--- config.mk ---
export PLATFORM = sky130hd
export DESIGN_NAME = filter_channel_scheduler
export DESIGN_NICKNAME = d
export VERILOG_FILES = /design/src/rtl/filter_channel_scheduler.sv
export SDC_FILE = /design/constraint.sdc
export NUM_CORES = 1
export LEC_CHECK = 0
export CAP_MARGIN = 20
export CORE_MARGIN = 8
export CORE_UTILIZATION = 60
export CTS_BUF_LIST = sky130_fd_sc_hd__clkbuf_4 sky130_fd_sc_hd__clkbuf_8 sky130_fd_sc_hd__clkbuf_16
export CTS_CLUSTER_SIZE = 28
export DETAILED_ROUTE_END_ITERATION = 10
export PLACE_DENSITY = 0.91
export REMOVE_ABC_BUFFERS = 1
export SLEW_MARGIN = 40
export SYNTH_ARGS = -nofsm -noshare
export SYNTH_HDL_FRONTEND = slang
export SYNTH_SLANG_ARGS = --single-unit
--- constraint.sdc ---
create_clock -name clk -period 3.9 [get_ports clk]
set_input_delay 0.585 -clock clk [delete_from_list [all_inputs] [get_ports clk]]
set_output_delay 0.585 -clock clk [all_outputs]
set_load 0.005 [all_outputs]
--- src/rtl/filter_channel_scheduler.sv ---
// Debounces N_CH raw channels through one time-shared filter engine, one channel per clock.
// Define FILTER_SCHED_EVENT_EN to add the level-change event port and the WAIT_EVT stall state.
module filter_channel_scheduler #(
    parameter int N_CH             = 4,
    parameter int MIN_SAME_SAMPLES = 20,
    parameter int DIV_WIDTH        = 16
) (
    input  logic                    clk,
    input  logic                    reset,
    input  logic                    enable,
    input  logic [DIV_WIDTH-1:0]    sample_div,
    input  logic [N_CH-1:0]         raw_in,
    output logic [N_CH-1:0]         filtered_out,
    output logic                    evt_valid,
    input  logic                    evt_ready,
    output logic [$clog2(N_CH)-1:0] evt_channel,
    output logic                    evt_level,
    output logic                    overrun,
    output logic [1:0]              fsm_state
);
    localparam int IW = $clog2(N_CH);
    localparam int RW = $clog2(MIN_SAME_SAMPLES + 1);
    localparam logic [RW-1:0] RUN_MAX = RW'(MIN_SAME_SAMPLES);
    localparam logic [IW-1:0] LAST_CH = IW'(N_CH - 1);

`ifdef FILTER_SCHED_EVENT_EN
    typedef enum logic [1:0] {IDLE = 2'd0, SCAN = 2'd1, WAIT_EVT = 2'd2} state_t;
`else
    typedef enum logic [1:0] {IDLE = 2'd0, SCAN = 2'd1} state_t;
`endif

    state_t               state, state_next;
    logic [IW-1:0]        idx, idx_next;
    logic [DIV_WIDTH-1:0] div_cnt;
    logic                 tick;
    logic [N_CH-1:0]      last_sample;
    logic [RW-1:0]        run [N_CH];
    logic                 cur_raw;
    logic [RW-1:0]        cur_run;
    logic [RW-1:0]        new_run;
    logic                 change;
    logic                 last_ch;

    assign fsm_state = state;

    // >= rather than == so a sample_div lowered below the running count wraps at once.
    assign tick = enable && (div_cnt >= sample_div);

    always_ff @(posedge clk) begin
        if (!reset) begin
            div_cnt <= '0;
        end else if (!enable || tick) begin
            div_cnt <= '0;
        end else begin
            div_cnt <= div_cnt + DIV_WIDTH'(1);
        end
    end

    always_comb begin
        cur_raw = raw_in[idx];
        cur_run = run[idx];
        if (cur_raw != last_sample[idx]) begin
            new_run = RW'(1);
        end else if (cur_run == RUN_MAX) begin
            new_run = RUN_MAX;
        end else begin
            new_run = cur_run + RW'(1);
        end
        change  = (state == SCAN) && (new_run == RUN_MAX) && (cur_raw != filtered_out[idx]);
        last_ch = (idx == LAST_CH);
    end

    always_comb begin
        state_next = state;
        idx_next   = idx;
        case (state)
            IDLE: begin
                if (tick) begin
                    state_next = SCAN;
                    idx_next   = '0;
                end
            end
            SCAN: begin
                if (last_ch) begin
                    state_next = IDLE;
                end else begin
                    idx_next = idx + IW'(1);
                end
`ifdef FILTER_SCHED_EVENT_EN
                if (change) begin
                    state_next = WAIT_EVT;
                    idx_next   = idx;
                end
`endif
            end
`ifdef FILTER_SCHED_EVENT_EN
            WAIT_EVT: begin
                if (evt_valid && evt_ready) begin
                    if (last_ch) begin
                        state_next = IDLE;
                    end else begin
                        state_next = SCAN;
                        idx_next   = idx + IW'(1);
                    end
                end
            end
`endif
            default: state_next = IDLE;
        endcase
    end

    always_ff @(posedge clk) begin
        if (!reset) begin
            state <= IDLE;
            idx   <= '0;
        end else begin
            state <= state_next;
            idx   <= idx_next;
        end
    end

    // Ticks only start scans from IDLE; any tick seen mid-scan or mid-stall is lost.
    always_ff @(posedge clk) begin
        if (!reset) begin
            last_sample  <= '0;
            filtered_out <= '0;
            overrun      <= 1'b0;
            for (int i = 0; i < N_CH; i++) begin
                run[i] <= '0;
            end
        end else begin
            if (tick && (state != IDLE)) begin
                overrun <= 1'b1;
            end
            if (state == SCAN) begin
                run[idx]         <= new_run;
                last_sample[idx] <= cur_raw;
                if (change) begin
                    filtered_out[idx] <= cur_raw;
                end
            end
        end
    end

`ifdef FILTER_SCHED_EVENT_EN
    // Handshake: evt_valid rises with the filtered_out update and channel/level hold
    // until a cycle with evt_valid && evt_ready; evt_valid then drops on the next edge.
    always_ff @(posedge clk) begin
        if (!reset) begin
            evt_valid   <= 1'b0;
            evt_channel <= '0;
            evt_level   <= 1'b0;
        end else if (change) begin
            evt_valid   <= 1'b1;
            evt_channel <= idx;
            evt_level   <= cur_raw;
        end else if (evt_valid && evt_ready) begin
            evt_valid <= 1'b0;
        end
    end
`else
    logic unused_evt_ready;
    assign unused_evt_ready = evt_ready;
    assign evt_valid        = 1'b0;
    assign evt_channel      = '0;
    assign evt_level        = 1'b0;
`endif

endmodule

==> run metrics, run 1 <==
outcome=finished clean; Area Overhead vs Synth=14.9%; main combinational cell family by area after synthesis=simple AND/OR/NAND/NOR gates; endpoint of the lowest-slack register-to-register path=div_cnt[4]$_SDFF_PP0_; Hold Vio Cnt, Final=0; Post-Layout Cell Count=369; aggregate negative setup slack=0 ps; standby leakage power=1.32 nW; classification of the worst setup path=input pin to register; CTS Hold Buffers Added=0; worst supply voltage drop on vdd=0.162 mV; CTS Root Buffer Type=sky130_fd_sc_hd__clkbuf_8; layout cells sized above 1=6.98%; total of flip-flops plus latches after synthesis=50; mean instance size in the synthesized netlist=9.75 sq um; Pre-antenna DRT Iters=4; count of input and output buffers=28; worst hold slack across all endpoints=474 ps; die outline area=7120 sq um; reg-to-reg slack, setup=1410 ps; total clock sinks=50; total area of sequential cells=1200 sq um; area occupied by multi-input gates=1440 sq um; final clock period utilization by the worst path=74.4%; post-route minimum period=2900 ps; combined area of all synthesized cells=2810 sq um; sequential-to-total area share from yosys stat=42.8%; YS warnings=0; critical path's largest stage delay=460 ps; global-route met3 utilization=4.49%; remaining design rule violation count=0; top cell type's share of synthesized area=21.4%; Final Slew Violations=0; startpoint types=input pin; most frequently used flop master after synthesis=sky130_fd_sc_hd__dfxtp_1; unrepaired setup endpoints after global routing=no; number of global-route vias before repair=2114; launch point of the worst reg-to-reg path=div_cnt[3]$_SDFF_PP0_; Post-Syn Instances=288; cell-by-cell trace of the critical path=clkdlybuf4s50_1 > inv_1 > ha_1 > a211o_1 > a21oi_1 > o21ai_0 > a221oi_1 > o41a_1 > nand3_1 > nor2_1; source-to-sink clock delay at the later pin of the worst-skew pair=310 ps; Top Family by Delay on Critical Path=compound AO/OA/AOI/OAI gates; standard-cell rows=25; net count reported at finish=361; aggregate routed wire length=5.27 mm; clock input transition at the sequential cells of the worst setup and hold paths=90 ps; type of element capturing the critical path=register; peak fanout along the critical path=16; total global routing overflow=0; final cell area excluding filler cells=3230 sq um; width of the die=84.4 um; antenna cells=0; Vert. Die Dim=84.4 um; signal arrival time at the worst endpoint=3130 ps; core occupancy in the finished layout=69.7%; number of antenna violations at the first check in global routing=0; maximum number of pins on one net before global-route repair=24; Max Cap Viol=0; hold depth=2; number of placed instances with taps included=361; count of pins on the block boundary=35; HPWL after detailed placement=4.11 mm; routed wirelength normalized by instance count=14.3 um; worst-case clock skew=11.2 ps; number of flops mapped to enable cells by yosys=20; first-pass GRT wire length=9.45 mm; number of buffers on the longest clock path=2; ratio of routed vias to standard cells=5.50; RePlAce Congestion=0.819; final critical-path setup slack=997 ps; Reg2Reg Depth=8; synthesized-area fraction occupied by ao, oa, aoi and oai cells=6.73%; global-route usage over all layers=16.3%; type of the tightest min-delay check=register to register; startpoint of the tightest hold check path=filtered_out[3]$_SDFFE_PN0P_; Detailed Route Iter0 Violations=150; Synth async-reset ratio=0%; cell type with the largest total area after synthesis=sky130_fd_sc_hd__dfxtp_1; CORE AREA=4630 sq um; effective utilization at floorplan=60.6%; GRT busiest layer=met2; endpoint required time on the critical path=4130 ps; post-synthesis share of cell area spent on and, or, nand and nor gates=19.3%; maximum clock frequency=0.344 GHz; Design Power=1.04 mW; Least-Margin Pin Slew=592 ps; Num CTS Buffers=5; Placed Instance Area=3090 sq um; Buf/Inv on CP=2; XOR/XNOR share of the synthesized area=6.19%; GRT met2 Usage=28.5%; clock tree from TritonCTS=built; Max H-tree Level=2; number of endpoints failing setup at the final stage=0; cell types with the largest area share after synthesis=sky130_fd_sc_hd__dfxtp_1, sky130_fd_sc_hd__edfxtp_1, sky130_fd_sc_hd__ha_1; Antenna Violating Nets Remaining=0; Post-Place Worst Slack=654 ps; via count=2029; number of post-CTS setup repair buffers=0; met1 track demand over resource=18.6%; max_slew headroom=60.5%; number of resized instances in the post-cts repair step=0; number of fill cells in the layout=341; distinct cell type count of the synthesized netlist=42; mux share of post-synthesis cell area=8.16%; cell with the largest stage delay on the worst path=sky130_fd_sc_hd__clkdlybuf4s50_1; endpoint with the worst hold slack=filtered_out[3]$_SDFFE_PN0P_; post-synthesis adder-cell area fraction=10.2%; power density of the placed cells=323 nW/um^2
[metal layers]
layer / wire (um) / part of all wire, % / vias to the layer above
li1: - / - / 1032
met1: 2260 / 43 / 939
met2: 2690 / 51 / 47
met3: 219 / 4.2 / 11
met4: 97 / 1.8 / 0
met5: 0 / 0 / -
[worst register-to-register path, cell delays in order, from the launching register on]
cell                       delay (ps)
sky130_fd_sc_hd__dfxtp_1          400
sky130_fd_sc_hd__ha_1             270
sky130_fd_sc_hd__a211o_1          300
sky130_fd_sc_hd__a21oi_1          100
sky130_fd_sc_hd__o21ai_0          110
sky130_fd_sc_hd__a221oi_1         330
sky130_fd_sc_hd__o41a_1           250
sky130_fd_sc_hd__nand3_1          440
sky130_fd_sc_hd__nor2_1           230
[registers in the layout, indices dropped and copies added, names as in the netlist, named ones only]
name,flops
last_sample,4
filtered_out,4
fsm_state,1
idx,2
run,20
overrun,1
div_cnt,16
[cell usage after synthesis (all sizes together) (2+ instances only)]
| master | count |
|---|---|
| nand2 | 36 |
| a21oi | 6 |
| inv | 25 |
| ha | 23 |
| and3 | 5 |
| a21boi | 4 |
| nand4 | 7 |
| mux4 | 7 |
| nand3 | 16 |
| o21ai | 5 |
| o21a | 2 |
| mux2i | 6 |
| nand3b | 4 |
| nor2 | 41 |
| xor2 | 13 |
| nor3b | 3 |
| edfxtp | 20 |
| buf | 9 |
| o211ai | 2 |
| xnor2 | 6 |
| dfxtp | 30 |
| clkbuf | 5 |
[placed cells by master, fill, tap and decap left out, drive strengths merged, types with 5 or more instances in the layout]
master         count
mux2i              6
nand3             16
nor2              41
mux4               7
ha                23
edfxtp            20
xnor2              6
dfxtp             30
nand2             36
clkbuf             7
o21ai              5
and3               5
clkdlybuf4s50     28
a21oi              6
xor2              13
inv               25
nand4              7
conb               5
[cells by family after synthesis]
logic type,count (synthesis)
AOI/OAI and AO/OA,27
xor gates and xnor gates,19
adders and majority gates,23
buffers and inverters,39
DFF,50
muxes,14
other,1
and+or+nand+nor,115
[area by class of cell]
type                    instances  area share, %
repair buffers                 29           8.92
inverters                      25           2.91
flip-flops and latches         50           37.2
well taps                      54           2.09
multi-input cells             203           44.6
clock buffers                   7           3.33
clock inverters                 1          0.931
[power breakdown]
part	switching, mW	total, mW	internal, mW	leakage (nW)
sequential	0.00351	0.553	0.549	0.448
combinational	0.0353	0.0709	0.0357	0.803
clock	0.171	0.419	0.248	0.0696
[worst max-delay path by stage]
stage	cells past startpoint	startpoint	slack (ps)	endpoint
global route	10	sample_div[3]	800	div_cnt[1]$_SDFF_PP0_
global placement	10	sample_div[3]	750	div_cnt[14]$_SDFF_PP0_
finish	10	sample_div[3]	1000	div_cnt[4]$_SDFF_PP0_
floorplan	9	sample_div[3]	1550	div_cnt[10]$_SDFF_PP0_
detailed placement	10	sample_div[3]	650	div_cnt[3]$_SDFF_PP0_
CTS	10	sample_div[3]	950	div_cnt[4]$_SDFF_PP0_
Note: power is estimated with default switching activity, not from simulation.
==> inputs of run 2 (changes only) <==
--- a/config.mk
+++ b/config.mk
@@ -7,11 +7,11 @@
 export LEC_CHECK = 0
 export CAP_MARGIN = 20
 export CORE_MARGIN = 8
-export CORE_UTILIZATION = 60
+export CORE_UTILIZATION = 55
 export CTS_BUF_LIST = sky130_fd_sc_hd__clkbuf_4 sky130_fd_sc_hd__clkbuf_8 sky130_fd_sc_hd__clkbuf_16
 export CTS_CLUSTER_SIZE = 28
 export DETAILED_ROUTE_END_ITERATION = 10
-export PLACE_DENSITY = 0.91
+export PLACE_DENSITY = 0.85
 export REMOVE_ABC_BUFFERS = 1
 export SLEW_MARGIN = 40
 export SYNTH_ARGS = -nofsm -noshare
==> constraint.sdc (replaced) <==
create_clock -name clk -period 2.7 [get_ports clk]
set_input_delay 0.405 -clock clk [delete_from_list [all_inputs] [get_ports clk]]
set_output_delay 0.405 -clock clk [all_outputs]
set_load 0.005 [all_outputs]
==> run 2 against run 1 <==
Non-clock buffer count up 4. Combinational power up 45%. Clock-buffer cell count down 2. Clock power up 3%. Cell count up 5.4%. Total power up 28%. Register-to-register slack worse by 1200 ps. Die area up 7.3%. Sequential power up 44%. Setup slack worse by 740 ps. Critical endpoint is now filtered_out[0]$_SDFFE_PN0P_. Largest power group unchanged.
==> run metrics, run 2 (same netlist as run 1, synthesis figures left out) <==
effective utilization at floorplan=56.0% (-4.6 points); number of antenna violations at the first check in global routing=0 (unchanged); CTS Root Buffer Type=sky130_fd_sc_hd__clkbuf_8; combinational cell fraction of total power=7.7% (+0.9 points); endpoint with the worst hold slack=last_sample[0]$_SDFFE_PN0P_; peak fanout along the critical path=5 (-11); aggregate routed wire length=5.22 mm (-0.97%); Reg2Reg Depth=8 (unchanged); total global routing overflow=0 (unchanged); endpoint of the lowest-slack register-to-register path=filtered_out[0]$_SDFFE_PN0P_; clock network fraction of total power=32.5% (-7.6 points); reg-to-reg slack, setup=260 ps (-1150 ps); type of element capturing the critical path=register; leading cell type in the layout, fill and taps excluded=sky130_fd_sc_hd__nor2_1; signal arrival time at the worst endpoint=2640 ps (-490 ps); power density of the placed cells=413 nW/um^2 (+28%); Antenna Violating Nets Remaining=0 (unchanged); Buf/Inv on CP=1 (-1); aggregate negative setup slack=0 ps (unchanged); highest-count cells in the layout ignoring fill and taps=sky130_fd_sc_hd__nor2_1, sky130_fd_sc_hd__nand2_1, sky130_fd_sc_hd__dfxtp_1; largest registers ranked by flip-flop count=run x20, div_cnt x16; endpoint required time on the critical path=2900 ps (-1230 ps); count of pins on the block boundary=35 (unchanged); type of the tightest min-delay check=register to register; net count reported at finish=365 (+1.1%); Final Slew Violations=0 (unchanged); classification of the worst setup path=register to register; ratio of routed vias to standard cells=5.21 (-5.3%); count of input and output buffers=28 (unchanged); outcome=finished clean; Most flops, register=run; via count=2025 (-0.20%); net switching power=0.306 mW (+46%); final clock period utilization by the worst path=90.4%; post-route minimum period=2440 ps; unrepaired setup endpoints after global routing=no; Pre-antenna DRT Iters=5 (+1); maximum number of pins on one net before global-route repair=23 (-4.2%); Least-Margin Pin Slew=519 ps (-73.0 ps); number of post-CTS setup repair buffers=0 (unchanged); Detailed Route Iter0 Violations=100 (-33%); number of resized instances in the post-cts repair step=0 (unchanged); Post-Layout Cell Count=389 (+5.4%); clock input transition at the sequential cells of the worst setup and hold paths=100 ps (about the same); number of fill cells in the layout=431 (+26%); worst-case clock skew=10.9 ps (-0.283 ps); standard-cell rows=26 (+4.0%); Largest register FFs=20 (unchanged); maximum clock frequency=0.410 GHz; sequential cell fraction of total power=59.8% (+6.8 points); Max H-tree Level=2 (unchanged); Vert. Die Dim=87.5 um (+3.6%); Top Family by Delay on Critical Path=multiplexers; global-route usage over all layers=14.7% (-1.6 points); HPWL after detailed placement=4.07 mm (-0.83%); routed wirelength normalized by instance count=13.4 um (-6.1%); startpoint types=register; Max Cap Viol=0 (unchanged); total clock sinks=50 (unchanged); RePlAce Congestion=0.869 (+6.1%); layout cells sized above 1=8.15% (+1.2 points); width of the die=87.5 um (+3.6%); Hold Vio Cnt, Final=0 (unchanged); CORE AREA=5010 sq um (+8.2%); standby leakage power=1.32 nW (-0.35%); switching share of total power=22.9% (+2.8 points); internal power component=1.03 mW (+23%); worst supply voltage drop on vdd=0.291 mV (+79%); max_slew headroom=65.0% (+4.6 points); hold depth=2 (unchanged); Area Overhead vs Synth=15.0% (about the same); CTS Hold Buffers Added=0 (unchanged); startpoint of the tightest hold check path=last_sample[0]$_SDFFE_PN0P_; first-pass GRT wire length=8.83 mm (-6.6%); number of global-route vias before repair=2059 (-2.6%); cell-by-cell trace of the critical path=mux4_2 > inv_1 > ha_1 > nor3b_1 > o21ai_1 > a211oi_2 > nand2_1 > mux2i_1; clock tree from TritonCTS=built; number of endpoints failing setup at the final stage=0 (unchanged); antenna cells=0 (unchanged); number of placed instances with taps included=381 (+5.5%); die outline area=7650 sq um (+7.3%); Num CTS Buffers=5 (unchanged); source-to-sink clock delay at the later pin of the worst-skew pair=310 ps (about the same); remaining design rule violation count=0 (unchanged); cell with the largest stage delay on the worst path=sky130_fd_sc_hd__mux4_2; number of buffers on the longest clock path=2 (unchanged); critical path's largest stage delay=610 ps (+150 ps)
run 2: power by group through the flow:
stage	Sequential, mW	Clock [mW]	Combinational [mW]
4_1_cts	0.799	0.442	0.104
3_3_place_gp	0.816	0	0.100
6_report	0.798	0.433	0.103
3_5_place_dp	0.816	0	0.103
2_1_floorplan	0.814	0	0.0521
5_1_grt	0.800	0.476	0.114
run 2: cell type report:
type                       count  area, sq um  share of cell area (%)
sequential                    50         1200                    37.2
timing repair buffer          33          318                    9.84
clock buffer                   5         68.8                    2.13
tap                           70         87.6                    2.71
multi-input combinational    203         1440                    44.6
clock inverter                 3         21.3                   0.659
inverter                      25         93.8                    2.91
run 2: how the worst max path moves through the flow:
stage / from / endpoint / slack, ps / depth (start not counted)
2_1_floorplan: register / filtered_out[0]$_SDFFE_PN0P_ / 520 / 8
3_3_place_gp: sample_div[3] / div_cnt[15]$_SDFF_PP0_ / -20 / 11
3_5_place_dp: sample_div[3] / div_cnt[4]$_SDFF_PP0_ / -70 / 11
4_1_cts: register / filtered_out[0]$_SDFFE_PN0P_ / 240 / 8
5_1_grt: register / filtered_out[1]$_SDFFE_PN0P_ / 80 / 8
6_report: register / filtered_out[0]$_SDFFE_PN0P_ / 260 / 8
run 2: worst min-delay path: stages, from the launching register on:
cell and delay (ps):
sky130_fd_sc_hd__dfxtp_1 320, sky130_fd_sc_hd__nand2_1 50, sky130_fd_sc_hd__a21boi_0 60
run 2: through the flow:
stage	area [sq um]	power (mW)	hold slack [ps]	worst slack, ps	utilization [%]
2_1_floorplan	2730	0.866	440	517	-
3_3_place_gp	3140	0.916	448	-18.1	62.7
3_5_place_dp	3140	0.919	468	-73.2	62.7
4_1_cts	3230	1.34	482	237	64.5
5_1_grt	3230	1.39	508	79.8	64.5
6_report	3230	1.33	477	259	64.5
run 2: routing by layer:
| layer | wire, um | global-route usage [%] | share of wire [%] |
|---|---|---|---|
| met5 | 0 | 0 | 0 |
| met4 | 76 | 5.16 | 1.5 |
| met3 | 255 | 3.96 | 4.9 |
| met2 | 2760 | 26.9 | 53 |
| met1 | 2130 | 15.8 | 41 |
